$ cat src/rtl/ac97_sample_bridge.sv
// rtl/ac97_sample_bridge.sv - AC97 frame capture/playback bridge with ingress and egress sample FIFOs
module ac97_sample_bridge #(
  parameter int DEPTH = 4,
  parameter int CNT_W = 8
) (
  input  logic             clock_27mhz,
  input  logic             reset_b,
  input  logic             ready,
  input  logic [19:0]      left_in_data,
  input  logic [19:0]      right_in_data,
  input  logic             bypass,
  output logic             in_valid,
  output logic [19:0]      in_left,
  output logic [19:0]      in_right,
  input  logic             in_accept,
  input  logic             proc_valid,
  input  logic [19:0]      proc_left,
  input  logic [19:0]      proc_right,
  output logic             proc_accept,
  output logic [19:0]      left_out_data,
  output logic [19:0]      right_out_data,
  output logic             frame_strobe,
  output logic [CNT_W-1:0] overrun_count,
  output logic [CNT_W-1:0] underrun_count
);

  localparam int AW = $clog2(DEPTH);

  // ready arrives from the bit-clock domain: two flops to resynchronise, a third for edge detection
  logic ready_sync1, ready_sync2, ready_sync3;

  // Pointers carry one extra wrap bit so full and empty are distinguishable
  logic [AW:0] in_wr_ptr, in_rd_ptr;
  logic [AW:0] eg_wr_ptr, eg_rd_ptr;

  // Each entry is {left, right}
  logic [39:0] in_mem [DEPTH];
  logic [39:0] eg_mem [DEPTH];

  logic in_empty, in_full, eg_empty, eg_full;
  logic in_push, in_pop, eg_push, eg_pop;
  logic overrun_evt, underrun_evt;
  logic [39:0] eg_head;

  assign frame_strobe = ready_sync2 & ~ready_sync3;

  assign in_empty = (in_wr_ptr == in_rd_ptr);
  assign in_full  = (in_wr_ptr[AW] != in_rd_ptr[AW]) &&
                    (in_wr_ptr[AW-1:0] == in_rd_ptr[AW-1:0]);
  assign eg_empty = (eg_wr_ptr == eg_rd_ptr);
  assign eg_full  = (eg_wr_ptr[AW] != eg_rd_ptr[AW]) &&
                    (eg_wr_ptr[AW-1:0] == eg_rd_ptr[AW-1:0]);

  assign in_valid    = ~in_empty;
  assign proc_accept = ~eg_full;
  assign in_left     = in_mem[in_rd_ptr[AW-1:0]][39:20];
  assign in_right    = in_mem[in_rd_ptr[AW-1:0]][19:0];
  assign eg_head     = eg_mem[eg_rd_ptr[AW-1:0]];

  // A full ingress FIFO still takes the new sample if the head leaves in the same cycle
  assign in_pop       = in_valid & in_accept;
  assign in_push      = frame_strobe & (~in_full | in_pop);
  assign overrun_evt  = frame_strobe & in_full & ~in_pop;

  // The egress head is consumed only by a non-bypass frame
  assign eg_push      = proc_valid & proc_accept;
  assign eg_pop       = frame_strobe & ~bypass & ~eg_empty;
  assign underrun_evt = frame_strobe & ~bypass & eg_empty;

  // Resynchronise ready and keep one extra stage for rise detection
  always_ff @(posedge clock_27mhz or negedge reset_b) begin
    if (!reset_b) begin
      ready_sync1 <= 1'b0;
      ready_sync2 <= 1'b0;
      ready_sync3 <= 1'b0;
    end else begin
      ready_sync1 <= ready;
      ready_sync2 <= ready_sync1;
      ready_sync3 <= ready_sync2;
    end
  end

  // FIFO storage needs no reset: pointers alone define which entries are live
  always_ff @(posedge clock_27mhz) begin
    if (in_push) in_mem[in_wr_ptr[AW-1:0]] <= {left_in_data, right_in_data};
    if (eg_push) eg_mem[eg_wr_ptr[AW-1:0]] <= {proc_left, proc_right};
  end

  // Advance FIFO pointers; they wrap naturally modulo twice the depth
  always_ff @(posedge clock_27mhz or negedge reset_b) begin
    if (!reset_b) begin
      in_wr_ptr <= '0;
      in_rd_ptr <= '0;
      eg_wr_ptr <= '0;
      eg_rd_ptr <= '0;
    end else begin
      if (in_push) in_wr_ptr <= in_wr_ptr + 1'b1;
      if (in_pop)  in_rd_ptr <= in_rd_ptr + 1'b1;
      if (eg_push) eg_wr_ptr <= eg_wr_ptr + 1'b1;
      if (eg_pop)  eg_rd_ptr <= eg_rd_ptr + 1'b1;
    end
  end

  // Saturating debug counters for dropped captures and starved playback frames
  always_ff @(posedge clock_27mhz or negedge reset_b) begin
    if (!reset_b) begin
      overrun_count  <= '0;
      underrun_count <= '0;
    end else begin
      if (overrun_evt && (overrun_count != {CNT_W{1'b1}}))
        overrun_count <= overrun_count + 1'b1;
      if (underrun_evt && (underrun_count != {CNT_W{1'b1}}))
        underrun_count <= underrun_count + 1'b1;
    end
  end

  // Once per frame load the playback registers from the capture (bypass) or the egress head
  always_ff @(posedge clock_27mhz or negedge reset_b) begin
    if (!reset_b) begin
      left_out_data  <= 20'h00000;
      right_out_data <= 20'h00000;
    end else if (frame_strobe) begin
      if (bypass) begin
        left_out_data  <= left_in_data;
        right_out_data <= right_in_data;
      end else if (!eg_empty) begin
        left_out_data  <= eg_head[39:20];
        right_out_data <= eg_head[19:0];
      end
    end
  end

endmodule

$ cat config.mk
export PLATFORM = sky130hd
export DESIGN_NAME = ac97_sample_bridge
export DESIGN_NICKNAME = d
export VERILOG_FILES = /design/src/rtl/ac97_sample_bridge.sv
export SDC_FILE = /design/constraint.sdc
export NUM_CORES = 1
export LEC_CHECK = 0
export BUFFER_PORTS_ARGS = -buffer_cell sky130_fd_sc_hd__buf_2
export CAP_MARGIN = 20
export CORE_MARGIN = 2
export CORE_UTILIZATION = 50
export CTS_BUF_LIST = sky130_fd_sc_hd__clkbuf_4 sky130_fd_sc_hd__clkbuf_8
export DETAILED_ROUTE_END_ITERATION = 6
export GPL_ROUTABILITY_DRIVEN = 0
export GPL_TIMING_DRIVEN = 0
export PLACE_DENSITY = 0.81
export SLEW_MARGIN = 10
export SYNTH_ARGS = -nofsm -noshare
export SYNTH_HDL_FRONTEND = slang
export SYNTH_SLANG_ARGS = --single-unit
export TNS_END_PERCENT = 20
$ cat constraint.sdc
create_clock -name clock_27mhz -period 3.74 [get_ports clock_27mhz]
set_clock_uncertainty 0.05 [all_clocks]
set_input_delay 0.748 -clock clock_27mhz [delete_from_list [all_inputs] [get_ports clock_27mhz]]
set_output_delay 0.748 -clock clock_27mhz [all_outputs]
set_load 0.03 [all_outputs]
# Word level (Yosys, flattened, before mapping)
# Memory sizes are Yosys's and may differ from the RTL's.
# Index checks and enable logic that the tools add are counted.
# totals
regBits	71
latch_bits	0
ram_bits	320
wordCells	58
n_memories	2
output_inout_bits	99
rom_bits	0
in_bits	86
# memory_table
memory	words	width	rd	rd_ports_with_merged_regs	wr	line	rtl
eg_mem	4	40	1	0	1	38	logic [39:0] eg_mem [DEPTH];
in_mem	4	40	1	0	1	37	logic [39:0] in_mem [DEPTH];
# classes
n_mux	8
shift	0
div	0
n_bitwise	17
addsub	6
magnitude_cmp	0
n_reduce_logical	5
n_mul	0
n_eq_ne	9
# op_table
op	n
two-way mux 20 bit	4
adder 8 x 1 -> 8 bit (second input constant)	2
inequality test 8 bit (second input constant)	2
adder 3 x 1 -> 3 bit (second input constant)	4
AND 1 bit	9
NOT 1 bit	7
== test 3 bit	2
== test 2 bit	2
logical AND 1 bit	4
two-way mux 1 bit	4
inequality test 1 bit	2
inequality test 2 bit (second input constant)	1
AND reduction 2 bit	1
OR 1 bit	1

# Longest topological paths before layout
# Gate-level depths: netlist of the first run.
# logic_depth
depth_word	7
ltp_mapped	7
ltp_nobuf	5

# Least setup slack after synthesis of the first run
# Ideal clock, no wire load.
# synth_path
kind	in2reg
startpoint	input in_accept
endpoint	memory in_mem[3][0] (enable)
arrival_ps	2193
slack_ps	1094
n_path_buf	0
stages	3
setup_time_ps	403
required_time_ps	3287
cell_sequence	inv_1 -> a41oi_1 -> and2_1
# synth_via
elab_chain_len	5
# synth_rtl
element	line	rtl
start: declaration	15	input logic in_accept,
AND 1 bit	61	assign in_pop = in_valid & in_accept;
OR 1 bit	62	assign in_push = frame_strobe & (~in_full | in_pop);
AND 1 bit	62	
two-way mux 1 bit	85	if (in_push) in_mem[in_wr_ptr[AW-1:0]] <= {left_in_data, right_in_data};
two-way mux 1 bit (not written as such)	85	
end: declaration	37	
# No other way between the ends.

# Worst setup path in the final report of the first run
# layout_path
startpoint	register in_rd_ptr[0]
endpoint	output in_right[5]
# layout_via
elab_chain_len	1
# layout_rtl
element	line	rtl
start: declaration	33	logic [AW:0] in_wr_ptr, in_rd_ptr;
start signal: assignment	98	if (in_pop) in_rd_ptr <= in_rd_ptr + 1'b1;
memory read (4 x 40 bit)	--	
end: declaration	14	output logic [19:0] in_right,
# No other way between the ends.

==> results.md, run 1 <==
* Clock power share at 26.0%
* Vias per cell at 5.56
* Relative slew slack at 34.4%
* Die width at 178 um
* Dpl cell area at 16,700 um^2
* Critical path cell sequence: clkbuf_1 -> buf_2 -> mux4_2 -> buf_2
* Final Max Slew Viols at 0
* Post-DP HPWL at 22.1 mm
* Cells after Synth at between 800 and 900
* P_sw at 0.00504 W
* Area of the multi-input gates at 3490 um^2
* Worst-Margin Slew at 974 ps
* Cell Pwr Density at 803 nW/um^2
* Net Count, Synth at ~930
* Initial Util at 50.9%
* Root Buffer Master: clkbuf_8
* Htree depth at 2
* Fill count at 2,219
* Core Box Area at roughly 30,000 um^2
* I/O pin count at 185
* Dpl ws at 849 ps
* Fin crit period at 3500 ps
* Crit-path slowest cell: mux4_2
* Sw frac at 34.8%
* Gr ovfl total at 0
* Crit path max fanout at 10
* DRC Markers at 0
* #FFs+latches synth at 391
* Die Area at about 32,000 um^2
* CTS buffer count at just under 60
* Setup crit end kind: output pin
* First-pass GRT wire length at 50.9 mm
* Layout cells sized above 1 at 34.9%
* Hold WS at a little under 50 ps
* Post-CTS Setup Inserts at 0
* WL/cell at 22.2 um
* Max-cap violation count at 0
* Hold buffers post-CTS at 0
* Crit-path max cell delay at 610 ps
* Worst endpoint data arrival time at 2700 ps
* Comb power frac at 32.6%
* VDD IR max at 0.000514 V
* Reg clk slew, reported paths at about 70 ps
* Max Clk Rate at 286 MHz
* Hold/Removal Path Class: input port to async pin
* Site Rows at 63
* Synthesized area per cell at between 15 and 20 um^2
* Initial antenna violation count at 6
* Synth top area cells: edfxtp_1 (64%), dfrtp_1 (12%), mux4_2 (6.0%)
* DRT iter0 DRCs at 777
* Final hold viol count at 0
* Routed via count at 8,508
* Pre-antenna DRT Iters at 5
* Int Pwr at 0.00943 W
* Crit path top cell by count: buf_2
* WS Path Type: flop to output pin
* Max clock buf depth at 3
* Sequential share of power at 41.4%
* Clk_lat worst skew at 600 ps
* WP buf/inv at 3
* Post-Syn Area at between 15,000 and 20,000 um^2
* Setup WS post-layout at 238 ps
* Syn. warnings at 0
* Critical path's top delay family: buffers and inverters
* Crit start category: flop
* # setup viols final at 0
* ANT nets after route at 0
* Synth area leader: edfxtp_1
* Setup TNS at 0 ps
* Distinct cells, synth at 38
* Die Ht at roughly 180 um
* Buffers on Ports at between 150 and 200
* RSZ-0062 raised after global routing: false
* Post-synthesis sequential area ratio at 75.5%
* Status: finished, final reports clean
* Final nets at 1,183
* Total GRT Usage at 21.6%
* Sequential cell area at between 10,000 and 15,000 um^2
* Largest net degree at the start of global routing at 48
* Design area at 18,000 um^2
* Total Wirelength at 34.0 mm
* Post-CTS sizing at 0
* Area Overhead vs Synth at 19.5%
* Total power at ~0.014 W
* Leakage power at ~6.6 nW
* Worst EP required at 2940 ps
* CTS tree: done
* Share of the synthesized area in the top cell type at between 60% and 70%
* Final period util at 93.6%
* Clk sinks at 391
* Vias in the first global route at ~8.8k
## power groups by stage
stage          Clock (W)  Sequential [W]  Combinational, W
3_5_place_dp           0         0.00608           0.00475
2_1_floorplan          0         0.00648           0.00275
4_1_cts          0.00382         0.00599           0.00477
3_3_place_gp           0         0.00608           0.00453
5_1_grt          0.00401         0.00606           0.00506
6_report         0.00377         0.00599           0.00471
## metrics by stage
stage                     util (%)  instances
final                         60.8       1531
after global routing          60.8       1529
after CTS                     60.8       1526
after detailed placement      56.3       1414
after global placement        55.6       1405
after floorplan                  -        831
## worst paths after layout
kind | endpoint | cells after the start | from | slack, ps
worst min register to register | ready_sync2$_DFF_PN0_ | 0 | ready_sync1$_DFF_PN0_ | 300
max in group asynchronous | left_out_data[3]$_DFFE_PN0P_ | 2 | reset_b | 2970
worst max register to register | in_mem[3][10]$_DFFE_PP_ | 5 | in_rd_ptr[1]$_DFFE_PN0P_ | 820
min in group clock_27mhz | ready_sync1$_DFF_PN0_ | 1 | ready | 220
worst min-delay path | left_out_data[15]$_DFFE_PN0P_ | 1 | reset_b | 50
worst max-delay path | in_right[5] | 4 | in_rd_ptr[0]$_DFFE_PN0P_ | 240
## cells in the mapped netlist
cell      number
clkbuf_1      38
xor2_1        17
o221ai_1      40
nor3_1         3
mux2_1         7
nor3b_1        2
inv_1          8
nor2_1         6
buf_1          1
xnor2_1        9
nor4_2         2
nand3_1        7
o311a_1        1
nor2b_1       40
and2_1         8
inv_2          1
o32a_1         1
mux4_2        40
mux2_2        40
nor4_1         1
a211o_1       40
edfxtp_1     320
nand4_1        4
o41ai_2        1
nor4b_2        1
nand2b_1       3
o21ai_1       42
nor4b_1        2
dfrtp_1       71
nand2_1       50
a41oi_1        1
or4_1          1
ha_1          12
nand3b_1       1
buf_2          7
or3b_1         1
a31oi_1        1
or2_1          1
## flip-flops by register name, indices dropped and copies added, names as in the netlist, 3 cells and up
name,flops
in_mem,160
right_out_data,20
eg_wr_ptr,3
left_out_data,20
eg_rd_ptr,3
in_rd_ptr,3
overrun_count,8
eg_mem,160
in_wr_ptr,3
underrun_count,8
## layer usage
layer	track usage (%)	part of all wire, %
met5	0	0.038
met3	4.31	6.5
met1	28.2	41
met4	7.14	2.0
met2	36.6	50
## area by class of cell
type / instances / share of cell area (%)
inverter: 9 / 0.187
clock buffer: 89 / 6.10
clock inverter: 23 / 1.20
timing repair buffer: 193 / 6.16
sequential: 391 / 63.2
buffer: 46 / 1.01
tap: 390 / 2.71
antenna: 5 / 0.0694
multi-input combinational: 385 / 19.4
## logic make-up (layout without fill, tap and decap cells)
group | after synthesis | after routing | share of synthesized area (%)
flops | 391 | 391 | 75.5
simple gates | 133 | 133 | 4.73
compound gates | 127 | 127 | 6.38
mux | 87 | 87 | 9.48
buf+inv | 55 | 360 | 1.43
xor+xnor | 26 | 26 | 1.51
fa+ha+maj | 12 | 12 | 0.995
other cells | 0 | 5 | 0
## cell usage in the layout (no fill, tap or decap), drive strengths merged, types with 4 or more instances in the layout
master,netlist,routed
clkbuf,38,127
clkinv,0,16
nand4,4,4
xnor2,9,9
nand2,50,50
mux2,47,47
o21ai,42,42
nor2,6,6
ha,12,12
bufinv,0,4
diode,0,5
a211o,40,40
buf,8,201
nand3,7,7
inv,9,10
mux4,40,40
xor2,17,17
edfxtp,320,320
and2,8,8
nor2b,40,40
dfrtp,71,71
o221ai,40,40
Note: power is estimated with default switching activity, not from simulation.
==> run 2, diff against run 1 <==
--- a/config.mk
+++ b/config.mk
@@ -13,7 +13,7 @@
 export DETAILED_ROUTE_END_ITERATION = 6
 export GPL_ROUTABILITY_DRIVEN = 0
 export GPL_TIMING_DRIVEN = 0
-export PLACE_DENSITY = 0.81
+export PLACE_DENSITY = 0.84
 export SLEW_MARGIN = 10
 export SYNTH_ARGS = -nofsm -noshare
 export SYNTH_HDL_FRONTEND = slang
==> constraint.sdc (replaced) <==
create_clock -name clock_27mhz -period 3.14 [get_ports clock_27mhz]
set_clock_uncertainty 0.05 [all_clocks]
set_input_delay 0.628 -clock clock_27mhz [delete_from_list [all_inputs] [get_ports clock_27mhz]]
set_output_delay 0.628 -clock clock_27mhz [all_outputs]
set_load 0.03 [all_outputs]
==> run 2 against run 1 <==
Against the previous run: routed wire length shrank 1.8%; sequential share of layout area grew 0.25 points; flip-flop and latch count is the same; first-iteration DRC count shrank 2.4%; combinational power grew 19%; die area is the same; sequential power grew 19%; worst hold slack gained 50 ps; final area shrank 0.39%; highest routed layer unchanged.
==> results.md, run 2 (same netlist as run 1, synthesis figures left out) <==
* Fin crit period at 2990 ps
* ANT nets after route at 0 (unchanged)
* Total GRT Usage at 21.6% (about the same)
* Final Max Slew Viols at 0 (unchanged)
* Reg clk slew, reported paths at 60 ps (was 70 ps)
* Area Overhead vs Synth at 19.0% (was 19.5%)
* Relative slew slack at 45.5% (was 34.4%)
* Final hold viol count at 0 (unchanged)
* Core Box Area at 29,600 um^2 (unchanged)
* Most common cell after layout, fill and taps aside: edfxtp_1 (unchanged)
* Worst reg2reg setup slack at 480 ps (was 820 ps)
* Post-DP HPWL at 22.0 mm (was 22.1 mm)
* I/O pin count at 185 (unchanged)
* Site Rows at 63 (unchanged)
* WS Path Type: flop to output pin (unchanged)
* Worst r2r dst: in_mem[3][9]$_DFFE_PP_ (was in_mem[3][10]$_DFFE_PP_)
* Area of the multi-input gates at 3490 um^2 (unchanged)
* Setup WS post-layout at 154 ps (was 238 ps)
* Max Clk Rate at 335 MHz
* Launching point of the worst reg2reg path: in_rd_ptr[1]$_DFFE_PN0P_ (unchanged)
* Initial Util at 50.9% (unchanged)
* CTS tree: done (unchanged)
* Largest net degree at the start of global routing at 41 (was 48)
* Crit-path max cell delay at 570 ps (was 610 ps)
* Die width at 178 um (unchanged)
* Die Ht at 178 um (unchanged)
* Fill count at 2,191 (was 2,219)
* DRC Markers at 0 (unchanged)
* Gr ovfl total at 0 (unchanged)
* Setup crit end kind: output pin (unchanged)
* Finished Layout Cells at 1,528 (was 1,531)
* Root Buffer Master: clkbuf_8 (unchanged)
* Worst endpoint data arrival time at 2310 ps (was 2700 ps)
* First-pass GRT wire length at 50.5 mm (was 50.9 mm)
* Crit-path slowest cell: mux4_2 (unchanged)
* Hold Path Sink: ready_sync1$_DFF_PN0_
* Htree depth at 2 (unchanged)
* Vias in the first global route at 8,737 (was 8,757)
* WP buf/inv at 3 (unchanged)
* Layout cells sized above 1 at 35.0% (was 34.9%)
* Vias per cell at 5.57 (was 5.56)
* Crit path max fanout at 10 (unchanged)
* Sequential cell area at 11,400 um^2 (unchanged)
* Placed insts at 1,414 (unchanged)
* RSZ-0062 raised after global routing: false (unchanged)
* Critical path cell sequence: clkbuf_2 -> buf_4 -> mux4_2 -> buf_2 (was clkbuf_1 -> buf_2 -> mux4_2 -> buf_2)
* Final period util at between 90% and 100%
* Hold/Removal Path Class: input port to flop (was input port to async pin)
* Die Area at 31,600 um^2 (unchanged)
* Clk sinks at 391 (unchanged)
* CTS buffer count at 59 (unchanged)
* Leakage power at 6.64 nW (was 6.65 nW)
* Most frequent cells in the layout: edfxtp_1 (320), buf_2 (186), dfrtp_1 (71) (was edfxtp_1 (320), buf_2 (190), dfrtp_1 (71))
* Max clock buf depth at 3 (unchanged)
* Hold Crit Depth at 1
* Initial antenna violation count at 3 (was 6)
* Pre-antenna DRT Iters at 5 (unchanged)
* Routed via count at 8,512 (was 8,508)
* Total Wirelength at 33.4 mm (was 34.0 mm)
* Final nets at 1,184 (was 1,183)
* Buffers on Ports at 184 (unchanged)
* Dpl ws at 247 ps (was 849 ps)
* WL/cell at 21.9 um (was 22.2 um)
* Cell Pwr Density at 945 nW/um^2 (was 803 nW/um^2)
* Reg2reg path depth at 5 (unchanged)
* Critical path's top delay family: buffers and inverters (unchanged)
* Post-CTS Setup Inserts at 0 (unchanged)
* Max-cap violation count at 0 (unchanged)
* Worst-Margin Slew at 809 ps (was 974 ps)
* Worst EP required at 2460 ps (was 2940 ps)
* # setup viols final at 0 (unchanged)
* DRT iter0 DRCs at 758 (was 777)
* Status: finished, final reports clean (unchanged)
* Worst hold path startpoint: ready
* Crit start category: flop (unchanged)
* VDD IR max at 0.000578 V (was 0.000514 V)
* Clk_lat worst skew at 590 ps (was 600 ps)
[run 2: cell count changes in the layout (fill, tap and decap cells not counted), sizes merged]
cell	before	now
bufinv	4	3
diode	5	1
buf	201	200
clkbuf	127	117
dlygate4sd3	0	1
clkinv	16	28
[run 2: worst max-delay path by stage]
stage	from	to	slack, ps	cells past startpoint
6_report	in_rd_ptr[0]$_DFFE_PN0P_	in_right[1]	150	4
5_1_grt	in_rd_ptr[0]$_DFFE_PN0P_	in_left[5]	50	4
4_1_cts	in_rd_ptr[0]$_DFFE_PN0P_	in_left[7]	10	4
3_5_place_dp	in_rd_ptr[0]$_DFFE_PN0P_	in_mem[3][11]$_DFFE_PP_	250	5
3_3_place_gp	in_rd_ptr[0]$_DFFE_PN0P_	in_mem[3][11]$_DFFE_PP_	-710	4
2_1_floorplan	in_rd_ptr[1]$_DFFE_PN0P_	in_mem[3][0]$_DFFE_PP_	520	4
[run 2: routing by layer]
metal,global-route usage [%],part of all wire (%)
met5,0,0.063
met4,6.45,1.7
met3,4.05,7.5
met2,35.6,49
met1,29.5,41
[run 2: worst reg2reg max path, stage by stage (launching register included)]
cell and delay (ps):
dfrtp_1 380, clkbuf_2 230, xnor2_1 210, a41oi_1 520, and2_2 660, buf_12 270
[run 2: report_power, final]
group	switching, W	total [W]	internal, W
clock	0.00192	0.00425	0.00233
sequential	0.000400	0.00713	0.00673
combinational	0.00364	0.00559	0.00195
[run 2: what timing repair did]
item | CTS | global route
pin swaps | 0 | 0
endpoints found under the setup margin | 39 | 10
gates resized for setup | 9 | 1
endpoints found under the hold margin | 31 | 0
hold buffers | 1 | 0
[run 2: cell type report]
| cell class | count | area share, % |
|---|---|---|
| inverters | 9 | 0.188 |
| flip-flops and latches | 391 | 63.4 |
| multi-input cells | 385 | 19.5 |
| diodes | 1 | 0.0139 |
| repair buffers | 194 | 6.20 |
| plain buffers | 46 | 1.11 |
| clock inverters | 34 | 1.32 |
| well taps | 390 | 2.72 |
| clock buffers | 78 | 5.56 |
[run 2: through the flow]
step	hold WS, ps	setup TNS [ps]	power, W	utilization (%)	instance area [um^2]
final	99.0	0	0.0170	60.6	18000
after global routing	79.6	0	0.0178	60.6	18000
after CTS	70.2	0	0.0171	60.6	17900
after detailed placement	286	0	0.0129	56.3	16700
after floorplan	281	0	0.0110	-	15100
after global placement	287	-165150	0.0126	55.6	16500
